[src/rtl/sr_latch_driver.sv]
// Pulse-based driver for an external SR latch: guard gap, single-rail drive pulse, optional feedback check.
// Build option: define SR_DRV_VERIFY_EN to add the q_fb synchronizer, the CHECK state and the err flag.
module sr_latch_driver #(
    parameter int GUARD_CYCLES = 1,
    parameter int PULSE_CYCLES = 2,
    parameter int CHECK_CYCLES = 4
) (
    input  logic clk,
    input  logic rst_n,
    input  logic req_valid,
    input  logic req_level,
    output logic req_ready,
    input  logic q_fb,
    output logic s,
    output logic r,
    output logic busy,
    output logic done,
    output logic err
);
    localparam int MAX_GP  = (GUARD_CYCLES > PULSE_CYCLES) ? GUARD_CYCLES : PULSE_CYCLES;
    localparam int MAX_ALL = (MAX_GP > CHECK_CYCLES) ? MAX_GP : CHECK_CYCLES;
    localparam int CW      = (MAX_ALL > 1) ? $clog2(MAX_ALL) : 1;

    localparam logic [CW-1:0] GUARD_LAST = CW'(GUARD_CYCLES - 1);
    localparam logic [CW-1:0] PULSE_LAST = CW'(PULSE_CYCLES - 1);
`ifdef SR_DRV_VERIFY_EN
    localparam logic [CW-1:0] CHECK_LAST = CW'(CHECK_CYCLES - 1);
`endif

    typedef enum logic [1:0] {
        IDLE  = 2'd0,
        GUARD = 2'd1,
`ifdef SR_DRV_VERIFY_EN
        PULSE = 2'd2,
        CHECK = 2'd3
`else
        PULSE = 2'd2
`endif
    } state_t;

    state_t        state_q, state_d;
    logic [CW-1:0] cnt_q, cnt_d;
    logic          level_q, level_d;
    logic          s_q, s_d;
    logic          r_q, r_d;
    logic          done_q, done_d;
`ifdef SR_DRV_VERIFY_EN
    logic          err_q, err_d;
    logic [1:0]    sync_q, sync_d;
`else
    logic          unused_q_fb;
    assign unused_q_fb = q_fb;
`endif

    // s/r/done are flop outputs so the latch never sees combinational glitches
    always_ff @(posedge clk or negedge rst_n) begin
        if (!rst_n) begin
            state_q <= IDLE;
            cnt_q   <= '0;
            level_q <= 1'b0;
            s_q     <= 1'b0;
            r_q     <= 1'b0;
            done_q  <= 1'b0;
`ifdef SR_DRV_VERIFY_EN
            err_q   <= 1'b0;
            sync_q  <= 2'b00;
`endif
        end else begin
            state_q <= state_d;
            cnt_q   <= cnt_d;
            level_q <= level_d;
            s_q     <= s_d;
            r_q     <= r_d;
            done_q  <= done_d;
`ifdef SR_DRV_VERIFY_EN
            err_q   <= err_d;
            sync_q  <= sync_d;
`endif
        end
    end

    always_comb begin
        state_d = state_q;
        cnt_d   = cnt_q;
        level_d = level_q;
`ifdef SR_DRV_VERIFY_EN
        err_d   = err_q;
        sync_d  = {sync_q[0], q_fb};
`endif
        case (state_q)
            IDLE: begin
                if (req_valid) begin
                    state_d = GUARD;
                    cnt_d   = '0;
                    level_d = req_level;
`ifdef SR_DRV_VERIFY_EN
                    err_d   = 1'b0;
`endif
                end
            end
            GUARD: begin
                if (cnt_q == GUARD_LAST) begin
                    state_d = PULSE;
                    cnt_d   = '0;
                end else begin
                    cnt_d = cnt_q + CW'(1);
                end
            end
            PULSE: begin
                if (cnt_q == PULSE_LAST) begin
`ifdef SR_DRV_VERIFY_EN
                    state_d = CHECK;
`else
                    state_d = IDLE;
`endif
                    cnt_d = '0;
                end else begin
                    cnt_d = cnt_q + CW'(1);
                end
            end
`ifdef SR_DRV_VERIFY_EN
            CHECK: begin
                if (sync_q[1] == level_q) begin
                    state_d = IDLE;
                end else if (cnt_q == CHECK_LAST) begin
                    state_d = IDLE;
                    err_d   = 1'b1;
                end else begin
                    cnt_d = cnt_q + CW'(1);
                end
            end
`endif
            default: begin
                state_d = IDLE;
                cnt_d   = '0;
            end
        endcase
    end

    // Drives are decoded from the next state so they line up with the registered state
    always_comb begin
        s_d    = 1'b0;
        r_d    = 1'b0;
        done_d = 1'b0;
        if (state_d == PULSE) begin
            s_d = level_d;
            r_d = ~level_d;
        end
        if ((state_d == IDLE) && (state_q != IDLE)) begin
            done_d = 1'b1;
        end
    end

    assign req_ready = (state_q == IDLE);
    assign busy      = (state_q != IDLE);
    assign s         = s_q;
    assign r         = r_q;
    assign done      = done_q;
`ifdef SR_DRV_VERIFY_EN
    assign err       = err_q;
`else
    assign err       = 1'b0;
`endif

endmodule
[config.mk]
export PLATFORM = sky130hd
export DESIGN_NAME = sr_latch_driver
export DESIGN_NICKNAME = d
export VERILOG_FILES = /design/src/rtl/sr_latch_driver.sv
export SDC_FILE = /design/constraint.sdc
export NUM_CORES = 1
export LEC_CHECK = 0
export CORE_AREA = 2 2 39 41
export DETAILED_ROUTE_END_ITERATION = 7
export DIE_AREA = 0 0 41 43
export PLACE_DENSITY = 0.61
export SETUP_SLACK_MARGIN = 0.02
export SLEW_MARGIN = 10
export SYNTH_ARGS = -nofsm -noshare
export SYNTH_HDL_FRONTEND = slang
export SYNTH_SLANG_ARGS = --single-unit
[constraint.sdc]
create_clock -name clk -period 1.5 [get_ports clk]
set_input_delay 0.3 -clock clk [delete_from_list [all_inputs] [get_ports clk]]
set_output_delay 0.3 -clock clk [all_outputs]
set_load 0.02 [all_outputs]
==> results of run 1 <==
cell usage after synthesis:
| cell | number | share of area |
|---|---|---|
| a21oi_1 | 2 | 0.021 |
| nor3_2 | 1 | 0.021 |
| a22oi_1 | 1 | 0.016 |
| ha_1 | 8 | 0.21 |
| a2bb2oi_1 | 1 | 0.019 |
| nor3_1 | 1 | 0.011 |
| nor3b_2 | 1 | 0.027 |
| conb_1 | 1 | 0.0080 |
| mux2_2 | 1 | 0.024 |
| o22ai_1 | 2 | 0.027 |
| buf_4 | 1 | 0.016 |
| inv_1 | 7 | 0.056 |
| nand2b_2 | 1 | 0.019 |
| a311oi_2 | 1 | 0.032 |
| nand2_1 | 2 | 0.016 |
| nand2b_1 | 2 | 0.027 |
| a311o_1 | 1 | 0.021 |
| dfrtp_1 | 8 | 0.43 |
power by group:
part | total (mW) | internal [mW] | switching [mW]
sequential | 0.323 | 0.289 | 0.0343
combinational | 0.856 | 0.432 | 0.424
clock | 0.157 | 0.0911 | 0.0657
what timing repair did:
item	in CTS	in global routing
buffers inserted	0	0
pin swaps	1	2
endpoints found under the hold margin	0	0
gates cloned	0	0
setup endpoints to repair	5	8
hold buffers	0	0
gates resized for setup	8	13
registers in the layout, indices dropped and copies added, names as in the netlist:
signal   count
state_q      2
s            1
r            1
level_q      1
done         1
cnt_q        2
final cells by class:
| class | count | area [um2] | area share |
|---|---|---|---|
| clock buffer | 3 | 22.5 | 0.0315 |
| inverter | 7 | 26.3 | 0.0367 |
| multi-input combinational | 26 | 290 | 0.406 |
| sequential | 8 | 200 | 0.280 |
| tap | 16 | 20.0 | 0.0280 |
| timing repair buffer | 18 | 156 | 0.219 |
cells by family after synthesis:
family	after synthesis	synth area share
muxes	1	0.0240
adders and majority gates	8	0.213
AOI/OAI and AO/OA	8	0.136
buffers and inverters	8	0.0720
and+or+nand+nor	8	0.120
other	1	0.00799
DFF	8	0.427
stage by stage:
step                cells  setup TNS [ns]
floorplan              42               0
global placement       75          -0.412
detailed placement     75          -0.429
CTS                    78               0
global route           78               0
finish                 78               0
final timing paths:
check	startpoint	to	depth (start not counted)	slack, ns
setup / recovery	state_q[1]$_DFF_PN0_	done$_DFF_PN0_	7	0.07
hold / removal	rst_n	done$_DFF_PN0_	1	0.32
setup reg to reg	state_q[1]$_DFF_PN0_	done$_DFF_PN0_	7	0.07
hold reg to reg	level_q$_DFF_PN0_	level_q$_DFF_PN0_	1	0.56
max in group asynchronous	rst_n	cnt_q[0]$_DFFE_PN0P_	1	0.92
min in group clk	level_q$_DFF_PN0_	level_q$_DFF_PN0_	1	0.56
routing by layer:
metal | vias up | wire length [um] | GRT usage | share of wire
li1 | 182 | - | - | -
met1 | 174 | 400 | 0.155 | 0.42
met2 | 3 | 535 | 0.191 | 0.56
met3 | 0 | 14 | 0.0314 | 0.015
met4 | 0 | 0 | 0.0600 | 0
met5 | - | 0 | 0 | 0
critical path, stage by stage (launching register included):
cell and delay (ns):
dfrtp_1 0.39, inv_2 0.08, ha_4 0.14, buf_6 0.11
nand2b_4 0.05, a311o_1 0.40, inv_1 0.11, nor3_2 0.04
==> flow_summary_export.csv, run 1 <==
group,metric,value,unit
synthesis,syn_nets,55,
global_routing,overflow,0,
power_and_ir_drop,totalPowerFinal,1.34,mW
worst_setup_path,cp.required,1.64,ns
place,dpl_cell_area,649,um2
synthesis,post_synth.cell_area_avg,11.2,um2
die,fp.dieH,43,um
routing,drc,0,
routing,wl_per_cell,12.2,um
clock_network,h-tree-depth,1,
routing,dr.pass1.iters,4,
finish,fin_nets,77,
sta,fin_crit_sh,0.956,
global_routing,grt_pass1_wl,1.44,mm
power_and_ir_drop,ir_drop,721,uV
global_routing,grt_pass1_vias,359,
status,outcome,"complete, no violations",
global_routing,grt_max_degree,9,
die,rows,14,
clock_network,cts_tree,"yes",
sta,hold_slack,0.316,ns
routing,dr_total_vias,359,
clock_network,cts.sinks,8,
flow_run,cap_violations,0,
routing,routed_wl,950,um
sta,setup_slack,0.0653,ns
sta,slew_viol_final,0,
place,gpl.final_weighted_congestion,0.724,
clock_network,path_clk_slew,0.06,ns
die,die_area,1760,um2
routing,vias_per_cell,4.60,
sta,min_period,1.43,ns
finish,postLayoutCoreUtil,0.517,
clock_network,cts_buffers,3,
routing,dr.first_iter.drc_count,2,
finish,final_cell_mix,"buf_4, dfrtp_1, ha_1, inv_1",
worst_setup_path,start_kind,"register",
synthesis,netlist_instances,42,
worst_setup_path,endpoint_kind,"register",
clock_network,clock_path_buffers,2,
power_and_ir_drop,p_leak,0.376,nW
die,fp.dieW,41,um
clock_network,cts_root_buf,"clkbuf_4",
worst_hold_path,holdCritPathClass,"in2async",
finish,finalInstanceArea,716,um2
sta,rsz0062_at_grt,"true",
die,io_pins,11,
global_routing,grt_util_all_layers,0.124,
worst_setup_path,cp_max_fo,4,
sta,finalHoldViolCount,0,
worst_setup_path,critPathArrivalTime,1.58,ns
finish,n_antenna_cell,0,
sta,finalSetupViolations,0,
sta,fin_worst_skew,0.0101,ns
finish,final_common_cell,"buf_4",
worst_setup_path,critPathKind,"reg2reg",
synthesis,yosysUniqueCellTypes,18,
global_routing,antenna_found_initial,0,
synthesis,yosysWarningCount,0,
sta,max_clock_freq,0.697,GHz
routing,drtAntennaViolNets,0,
die,core,1380,um2
die,initial_utilization,0.339,
synthesis,seq_area_frac_synth,0.427,
finish,nFillCells,130,
power_and_ir_drop,power_density,1870,nW/um2
place,io_buffers,8,
place,hpwl,710,um
finish,drive_gt1_frac,0.452,
finish,area_growth,52.5,%
clock_network,clk_latency,0.25,ns
synthesis,synth-seq-cells,8,
synthesis,synthesis.area,469,um2
place,place_ws,-0.109,ns
Power figures use the tool's default switching activity.
==> run 2, diff against run 1 <==
Settings changed: CTS_CLUSTER_SIZE from default to 16.
==> results of run 2 <==
No change in the layout: final DEF, timing and power equal those of run 1.
==> run 3, diff against run 2 <==
Settings changed: DONT_BUFFER_PORTS from default to 1, PLACE_DENSITY 0.61 to 0.5.
==> run 3 against run 2 <==
Effect of this change: non-clock buffer count shrank 9; first-iteration DRC count grew 50%; utilization shrank 7.3 points; clock power shrank 6%; final cell count shrank 12%; register-to-register slack is essentially flat; sequential power grew 16%; combinational power shrank 24%; clock skew shrank 0.0083 ns; setup slack lost 0.0018 ns; via count shrank 11%; power shrank 12%; largest cell class unchanged; highest routed layer is now met4.
==> flow_summary_export.csv, run 3 (synthesis gave the netlist of run 1 again) <==
group,metric,value,unit
die,fp.dieW,41,um
power_and_ir_drop,p_leak,0.281,nW
die,die_area,1760,um2
place,hpwl,652,um
routing,vias_per_cell,4.65,
worst_hold_path,worstHoldPathCells,1,
status,outcome,"complete, no violations",
sta,finalSetupViolations,0,
finish,largest_registers,"cnt_q (2), state_q (2)",
sta,fin_worst_skew,0.00177,ns
power_and_ir_drop,power_frac_seq,0.318,
die,core,1380,um2
clock_network,clk_latency,0.24,ns
worst_setup_path,endpoint_kind,"register",
worst_setup_path,cp_max_fo,3,
power_and_ir_drop,p_sw_frac,0.397,
worst_setup_path,reg2regPathDepth,5,
finish,area_growth,30.9,%
global_routing,antenna_found_initial,0,
place,io_buffers,0,
sta,max_clock_freq,0.696,GHz
routing,drtAntennaViolNets,0,
clock_network,path_clk_slew,0.05,ns
global_routing,grt_util_all_layers,0.117,
routing,drc,0,
die,rows,14,
finish,final_cell_mix,"dfrtp_1, buf_4, ha_1, inv_2",
finish,fin_nets,68,
sta,slew_viol_final,0,
routing,dr_total_vias,321,
clock_network,cts.sinks,8,
worst_hold_path,holdCritPathClass,"in2reg",
power_and_ir_drop,p_int,710,uW
clock_network,h-tree-depth,1,
worst_setup_path,worstReg2RegEnd,"s$_DFF_PN0_",
power_and_ir_drop,power_density,1920,nW/um2
finish,drive_gt1_frac,0.472,
worst_setup_path,cp.required,1.66,ns
worst_hold_path,holdPathEnd,"level_q$_DFF_PN0_",
worst_hold_path,hp-start,"req_level",
die,fp.dieH,43,um
global_routing,overflow,0,
die,initial_utilization,0.339,
worst_setup_path,critPathKind,"reg2reg",
sta,finalHoldViolCount,0,
place,gpl.final_weighted_congestion,0.715,
routing,routed_wl,809,um
sta,fin_crit_sh,0.958,
worst_setup_path,r2r-start,"state_q[0]$_DFF_PN0_",
power_and_ir_drop,ir_drop,693,uV
routing,wl_per_cell,11.7,um
global_routing,grt_pass1_vias,329,
finish,nFillCells,135,
place,dpl_cell_area,524,um2
global_routing,grt_max_degree,9,
clock_network,cts_root_buf,"clkbuf_4",
clock_network,clock_path_buffers,2,
sta,fin_tns_setup,0,ns
die,io_pins,11,
clock_network,cts_buffers,3,
routing,dr.first_iter.drc_count,3,
sta,min_period,1.44,ns
global_routing,grt_pass1_wl,1.28,mm
finish,finalInstanceArea,614,um2
power_and_ir_drop,power_switching,467,uW
worst_setup_path,critPathArrivalTime,1.60,ns
flow_run,cap_violations,0,
finish,n_antenna_cell,0,
clock_network,cts_tree,"yes",
power_and_ir_drop,clock_power_share,0.126,
power_and_ir_drop,power_frac_comb,0.556,
worst_setup_path,r2r_setup_slack,0.06,ns
routing,dr.pass1.iters,4,
worst_setup_path,start_kind,"register",
power_and_ir_drop,totalPowerFinal,1.18,mW
sta,rsz0062_at_grt,"true",
==> run 3: what timing repair did <==
action | CTS | global route
resized for setup | 3 | 7
hold buffers | 1 | 0
endpoints found under the hold margin | 8 | 0
setup endpoints to repair | 4 | 4
gates cloned | 0 | 0
buffers inserted | 0 | 4
pin swaps | 2 | 3
==> run 3: how the worst max path moves through the flow <==
stage	endpoint	depth (start not counted)	slack (ns)	startpoint
CTS	busy	4	0.02	state_q[1]$_DFF_PN0_
finish	s$_DFF_PN0_	5	0.06	state_q[0]$_DFF_PN0_
detailed placement	s$_DFF_PN0_	5	-0.01	state_q[1]$_DFF_PN0_
global placement	s$_DFF_PN0_	5	0.004	state_q[1]$_DFF_PN0_
global route	busy	4	0.003	state_q[1]$_DFF_PN0_
floorplan	done$_DFF_PN0_	6	0.06	state_q[0]$_DFF_PN0_
==> run 3: final cells by class <==
cell class                 instances  area, um2  area share
tap                               16       20.0      0.0326
timing repair buffer               9       73.8       0.120
sequential                         8        201       0.328
clock buffer                       3       22.5      0.0367
inverter                           7       26.3      0.0428
multi-input combinational         26        270       0.440
==> run 3: worst max-delay path: stages (launching register included) <==
cell	delay (ns)
dfrtp_2	0.42
inv_2	0.08
ha_1	0.22
nand2b_4	0.08
a311o_1	0.37
nor3b_2	0.18
==> run 3: metal layers <==
layer  part of all wire  up-vias  GRT usage
li1                   -      164          -
met4              0.012        0      0.133
met5                  0        -          0
met3              0.026        2     0.0419
met2               0.57        4      0.166
met1               0.39      151      0.113
==> run 3: metrics by stage <==
step           setup slack, ns  utilization  cells  hold WS, ns
2_1_floorplan           0.0641            -     42      0.00441
3_3_place_gp           0.00357        0.379     61      0.00461
3_5_place_dp           -0.0134        0.379     61      0.00466
4_1_cts                 0.0224        0.404     65        0.248
5_1_grt                0.00342        0.444     69        0.246
6_report                0.0635        0.444     69        0.262
==> run 3: power by group through the flow <==
stage | sequential, mW | clock [mW] | combinational, mW
floorplan | 0.361 | 0 | 0.394
global placement | 0.372 | 0 | 0.530
detailed placement | 0.378 | 0 | 0.540
CTS | 0.378 | 0.159 | 0.552
global route | 0.380 | 0.181 | 0.723
finish | 0.375 | 0.148 | 0.654
